**config.mk**
```make
export PLATFORM = sky130hd
export DESIGN_NAME = cache_fill_ctrl_mc
export DESIGN_NICKNAME = d
export VERILOG_FILES = /design/src/rtl/cache_fill_pkg.sv /design/src/rtl/cache_fill_arb.sv /design/src/rtl/cache_fill_ctrl_mc.sv
export SDC_FILE = /design/constraint.sdc
export NUM_CORES = 1
export LEC_CHECK = 0
export CORE_AREA = 2 2 56 45
export DETAILED_ROUTE_END_ITERATION = 12
export DIE_AREA = 0 0 58 47
export MAX_ROUTING_LAYER = met4
export PLACE_DENSITY = 0.89
export REMOVE_ABC_BUFFERS = 1
export SLEW_MARGIN = 20
export SYNTH_ARGS = -nofsm -noshare
export SYNTH_HDL_FRONTEND = slang
export SYNTH_SLANG_ARGS = --single-unit
export TNS_END_PERCENT = 1
```
**constraint.sdc**
```tcl
create_clock -name clk -period 4 [get_ports clk]
set_input_delay 0.4 -clock clk [delete_from_list [all_inputs] [get_ports clk]]
set_output_delay 0.4 -clock clk [all_outputs]
set_load 0.05 [all_outputs]
```
**src/rtl/cache_fill_pkg.sv**
```systemverilog
// Shared types and helpers for the multi-channel cache line-fill controller.
package cache_fill_pkg;

  localparam int NUM_STATES = 3;
  localparam int STATE_W    = $clog2(NUM_STATES);

  typedef enum logic [STATE_W-1:0] {
    ST_IDLE = 2'd0,
    ST_FILL = 2'd1,
    ST_TAG  = 2'd2
  } fill_state_t;

  localparam int PRIO_FIXED = 0;
  localparam int PRIO_RR    = 1;

  // Index width that stays at least 1 bit wide for single-entry ranges
  function automatic int safe_clog2(input int n);
    return (n <= 1) ? 1 : $clog2(n);
  endfunction

endpackage

```
**src/rtl/cache_fill_arb.sv**
```systemverilog
// Miss-channel arbiter: fixed priority (highest index wins) or round-robin from rr_ptr upward.
module cache_fill_arb
  import cache_fill_pkg::*;
#(
  parameter int NUM_CH    = 2,
  parameter int PRIO_MODE = PRIO_FIXED,
  parameter int CH_W      = safe_clog2(NUM_CH)
) (
  input  logic [NUM_CH-1:0] req,
  input  logic [CH_W-1:0]   rr_ptr,
  output logic              grant_valid,
  output logic [NUM_CH-1:0] grant,
  output logic [CH_W-1:0]   grant_idx
);

  int sel_fix;
  int sel_rr;
  int probe;
  int sel;

  always_comb begin
    sel_fix = 0;
    for (int i = 0; i < NUM_CH; i++) begin
      if (req[CH_W'(i)]) sel_fix = i;
    end

    // Walk downward so the candidate closest to rr_ptr is written last
    sel_rr = 0;
    probe  = 0;
    for (int k = NUM_CH - 1; k >= 0; k--) begin
      probe = (int'(rr_ptr) + k) % NUM_CH;
      if (req[CH_W'(probe)]) sel_rr = probe;
    end

    sel         = (PRIO_MODE == PRIO_RR) ? sel_rr : sel_fix;
    grant_valid = |req;
    grant       = '0;
    if (grant_valid) grant[CH_W'(sel)] = 1'b1;
    grant_idx   = CH_W'(sel);
  end

endmodule

```
**src/rtl/cache_fill_ctrl_mc.sv**
```systemverilog
// Multi-channel cache line-fill controller: arbitrates misses, streams a line of pipelined
// word reads from memory, steers returned words to the owner and finally writes its tag.
module cache_fill_ctrl_mc
  import cache_fill_pkg::*;
#(
  parameter int NUM_CH     = 2,
  parameter int ADDR_W     = 16,
  parameter int LINE_WORDS = 8,
  parameter int WORD_BYTES = 2,
  parameter int PRIO_MODE  = PRIO_FIXED,
  localparam int CH_W      = safe_clog2(NUM_CH),
  localparam int IDX_W     = safe_clog2(LINE_WORDS)
) (
  input  logic                     clk,
  input  logic                     rst,
  input  logic [NUM_CH-1:0]        miss_req,
  input  logic [NUM_CH*ADDR_W-1:0] miss_addr,
  output logic                     mem_rd_en,
  output logic [ADDR_W-1:0]        mem_addr,
  input  logic                     mem_data_valid,
  output logic [NUM_CH-1:0]        fsm_data_wen,
  output logic [IDX_W-1:0]         fsm_word_idx,
  output logic [NUM_CH-1:0]        fsm_tag_wen,
  output logic                     busy,
  output logic [CH_W-1:0]          owner
);

  localparam int CNT_W    = IDX_W + 1;
  localparam int OFFSET_W = $clog2(LINE_WORDS * WORD_BYTES);
  localparam int BYTE_SH  = $clog2(WORD_BYTES);

  localparam logic [CNT_W-1:0]  LINE_CNT  = CNT_W'(LINE_WORDS);
  localparam logic [CNT_W-1:0]  LAST_RET  = CNT_W'(LINE_WORDS - 1);
  localparam logic [ADDR_W-1:0] LINE_MASK = ~((ADDR_W'(1) << OFFSET_W) - ADDR_W'(1));

  fill_state_t         state;
  logic [CNT_W-1:0]    issue_cnt;
  logic [CNT_W-1:0]    ret_cnt;
  logic [ADDR_W-1:0]   base_addr;
  logic [CH_W-1:0]     rr_ptr;
  logic [CH_W-1:0]     next_rr;

  logic                grant_valid;
  logic [NUM_CH-1:0]   grant;
  logic [CH_W-1:0]     grant_idx;
  logic [ADDR_W-1:0]   sel_addr;
  logic                ret_accept;

  cache_fill_arb #(
    .NUM_CH    (NUM_CH),
    .PRIO_MODE (PRIO_MODE),
    .CH_W      (CH_W)
  ) u_arb (
    .req         (miss_req),
    .rr_ptr      (rr_ptr),
    .grant_valid (grant_valid),
    .grant       (grant),
    .grant_idx   (grant_idx)
  );

  // One-hot AND-OR mux of the granted channel's miss address
  always_comb begin
    sel_addr = '0;
    for (int k = 0; k < NUM_CH; k++) begin
      if (grant[k]) sel_addr |= miss_addr[k*ADDR_W +: ADDR_W];
    end
  end

  assign next_rr    = (owner == CH_W'(NUM_CH - 1)) ? '0 : owner + 1'b1;
  assign ret_accept = (state == ST_FILL) && mem_data_valid && (ret_cnt < LINE_CNT);

  always_ff @(posedge clk or negedge rst) begin
    if (!rst) begin
      state     <= ST_IDLE;
      owner     <= '0;
      rr_ptr    <= '0;
      base_addr <= '0;
      issue_cnt <= '0;
      ret_cnt   <= '0;
    end else begin
      unique case (state)
        ST_IDLE: begin
          if (grant_valid) begin
            owner     <= grant_idx;
            base_addr <= sel_addr & LINE_MASK;
            issue_cnt <= '0;
            ret_cnt   <= '0;
            state     <= ST_FILL;
          end
        end
        ST_FILL: begin
          if (issue_cnt < LINE_CNT) issue_cnt <= issue_cnt + 1'b1;
          if (ret_accept) begin
            ret_cnt <= ret_cnt + 1'b1;
            if (ret_cnt == LAST_RET) state <= ST_TAG;
          end
        end
        ST_TAG: begin
          rr_ptr <= next_rr;
          state  <= ST_IDLE;
        end
        default: state <= ST_IDLE;
      endcase
    end
  end

  // Word addresses stay inside the aligned line, so the adder never carries past it
  always_comb begin
    mem_rd_en    = (state == ST_FILL) && (issue_cnt < LINE_CNT);
    mem_addr     = mem_rd_en ? (base_addr + (ADDR_W'(issue_cnt) << BYTE_SH)) : '0;
    fsm_data_wen = '0;
    fsm_word_idx = '0;
    fsm_tag_wen  = '0;
    if (ret_accept) begin
      fsm_data_wen[owner] = 1'b1;
      fsm_word_idx        = ret_cnt[IDX_W-1:0];
    end
    if (state == ST_TAG) fsm_tag_wen[owner] = 1'b1;
    busy = (state != ST_IDLE);
  end

endmodule
```
==> impl_metrics.env <==
export IMPL_rsz0062_at_grt="false"
export IMPL_synth_edff_count=0
export IMPL_rows=15
export IMPL_clock_path_buffers=2
export IMPL_synth_common_cells="buf_4 (17), dfrtp_1 (10), and2_1 (6), o21ai_0 (6), nor2_1 (4)"
export IMPL_crit_arrival_ps=2210
export IMPL_synthArstFlopShare_pct=100
export IMPL_synth_compound_area_share_pct=11.3
export IMPL_outcome="finished, final reports clean"
export IMPL_fin_crit_ps=2610
export IMPL_wire_per_inst_um=11.0
export IMPL_cts_setup_buffers=0
export IMPL_grt_usage_pct=9.99
export IMPL_syn2layout_area_growth_pct=18.6
export IMPL_synth_top_family_by_area="buffers and inverters"
export IMPL_synth_flop_cell="dfrtp_1"
export IMPL_clk_pin_slew_ps=60
export IMPL_p_comb_share_pct=59.1
export IMPL_core_sq_mm=0.00218
export IMPL_crit_chain="clkdlybuf4s50_1, nand4bb_1, inv_1, and2_1, clkdlybuf4s50_1"
export IMPL_routabilityCongestion=0.702
export IMPL_wirelength_um=1170
export IMPL_synth_top_area_cell="dfrtp_1"
export IMPL_worstSetupStartpointType="primary input"
export IMPL_p_leak_uw=0.000359
export IMPL_holdCritPathClass="in -> async"
export IMPL_ant_nets=0
export IMPL_worst_path_max_fanout=8
export IMPL_synth_area_top_cells="dfrtp_1 (39%), buf_4 (20%), and2_1 (5.9%)"
export IMPL_p_sw_uw=305
export IMPL_grt_pass1_vias=418
export IMPL_syn_area_per_cell_sq_um=9.56
export IMPL_hold_viol_final=0
export IMPL_critPathMaxStageDelay_ps=790
export IMPL_ys_warn_count=0
export IMPL_critPathRequiredTime_ps=3600
export IMPL_cts_sinks=10
export IMPL_multiInputGateArea_sq_um=308
export IMPL_slew_viol_final=0
export IMPL_diodes=0
export IMPL_rrSetupSlack_ps=2550
export IMPL_synthCells=67
export IMPL_place_inst=103
export IMPL_drt_iter0_markers=5
export IMPL_dieArea_sq_mm=0.00273
export IMPL_die_w_um=58
export IMPL_fillers=222
export IMPL_cts_tree="yes"
export IMPL_rr_endpoint="ret_cnt[1]"
export IMPL_intPower_uw=296
export IMPL_p_total_uw=601
export IMPL_sw_frac_of_total_pct=50.8
export IMPL_dp_hpwl_um=886
export IMPL_timing_final_crit_share_pct=65.3
export IMPL_setup_viol=0
export IMPL_finalNonFillerCells=106
export IMPL_p_clk_share_pct=11.3
export IMPL_fin_tns_setup_ps=0
export IMPL_dieHeight_um=47
export IMPL_end_kind="primary output"
export IMPL_synthSimpleGateAreaFrac_pct=20.5
export IMPL_antenna_found_initial=0
export IMPL_h_tree_depth=1
export IMPL_synth_xor_area_share_pct=1.37
export IMPL_grt_start_max_net_pins=11
export IMPL_fin_util_pct=34.9
export IMPL_vias=468
export IMPL_seq_area_sq_um=250
export IMPL_power_density_mw_per_mm2=791
export IMPL_slowest_stage="clkdlybuf4s50_1"
export IMPL_grt_pass1_wl_um=1870
export IMPL_viasPerCell=4.42
export IMPL_root_buffer="clkbuf_4"
export IMPL_skew_ps=1.05
export IMPL_pin_count=63
export IMPL_hold_buffers=0
export IMPL_drt_pass1_iterations=3
export IMPL_grt_overflow_total=0
export IMPL_cts_buffers=3
export IMPL_post_synth_top_count_cell="buf_4"
export IMPL_synthesis_area_sq_um=641
export IMPL_synthMuxAreaShare_pct=1.56
export IMPL_synth_adder_area_share_pct=3.91
export IMPL_drc_errors=0
export IMPL_ys_seq_area_share_pct=39.1
export IMPL_fmax_mhz=383
export IMPL_reg2regPathDepth=3
export IMPL_cap_viol_max_count=0
export IMPL_worstReg2RegStart="state[0]"
export IMPL_final_nets=122
export IMPL_ir_drop_mv=0.205
export IMPL_yosys_area_top_type_share_pct=39.1
export IMPL_place_port_buffers=14
export IMPL_ys_ff_latch=10
export IMPL_synth_cell_types=25
export IMPL_drive_above_1_share_pct=6.17
export IMPL_post_cts_resized=0
export IMPL_start_util_pct=29.4
export IMPL_clk_insertion_delay_late_ps=260
export IMPL_crit_type="in -> out"
export IMPL_crit_top_cell="clkdlybuf4s50_1"
export IMPL_seqPwrFrac_pct=29.6
## critical path: cells and delay by family
kind / cells / cell delay (ps)
buffers and inverters: 3 / 1460
AND/OR/NAND/NOR: 2 / 350
## final cells by class
cell class | instances | share of cell area, %
multi-input combinational | 52 | 40.5
sequential | 10 | 32.9
timing repair buffer | 14 | 18.5
tap | 25 | 4.12
clock buffer | 3 | 2.97
inverter | 2 | 0.988
## sequential cells by signal, indices dropped and copies added, names as in the netlist
name / count
issue_cnt: 4
ret_cnt: 4
state: 2
## layer usage
metal  wire [um]  vias up  track usage [%]
met5           0        -                -
met4          16        0             6.98
met3          73        2             3.31
met2         557       20             15.9
met1         525      222             10.8
li1            -      224                -
## cells in the final DEF, fill, tap and decap left out
cell / instances
ha_1: 2
or3b_1: 1
dfrtp_1: 10
or2_1: 2
o211ai_1: 2
a32o_1: 1
a41oi_1: 1
mux2i_1: 1
and2_1: 6
nand4bb_1: 1
conb_1: 16
inv_2: 1
nor2_1: 4
inv_1: 1
nand2b_1: 1
a31o_2: 1
xnor2_1: 1
o21ai_0: 6
clkbuf_4: 3
clkdlybuf4s50_1: 14
nand2_1: 2
nor4bb_1: 1
and3_1: 1
and4b_1: 1
nor2b_1: 1
## through the flow
| step | worst slack (ps) | hold WS [ps] | area, sq um |
|---|---|---|---|
| 4_1_cts | 1370 | 453 | 759 |
| 2_1_floorplan | 2040 | 104 | 566 |
| 3_5_place_dp | 1390 | 502 | 737 |
| 3_3_place_gp | 1430 | 494 | 737 |
| 5_1_grt | 1280 | 484 | 759 |
| 6_report | 1390 | 459 | 759 |
## cell families after synthesis
family	count (synthesis)
xor+xnor	1
fa+ha+maj	2
other cells	1
mux	1
flops	10
simple gates	21
buf+inv	20
compound gates	11
## how the worst max path moves through the flow
stage	slack, ps	from	end
finish	1390	mem_data_valid	fsm_word_idx[2]
global route	1280	mem_data_valid	fsm_word_idx[2]
CTS	1370	state[1]	mem_addr[1]
detailed placement	1390	mem_data_valid	fsm_word_idx[2]
global placement	1430	mem_data_valid	fsm_word_idx[2]
floorplan	2040	state[1]	fsm_word_idx[0]
## power groups by stage
stage / Clock [uW] / Sequential [uW] / Combinational, uW
after floorplan: 0 / 167 / 265
after global placement: 0 / 175 / 349
after detailed placement: 0 / 177 / 353
after CTS: 70.8 / 176 / 357
after global routing: 74.1 / 184 / 381
final: 68.1 / 178 / 355
(Power assumes the default switching activity.)
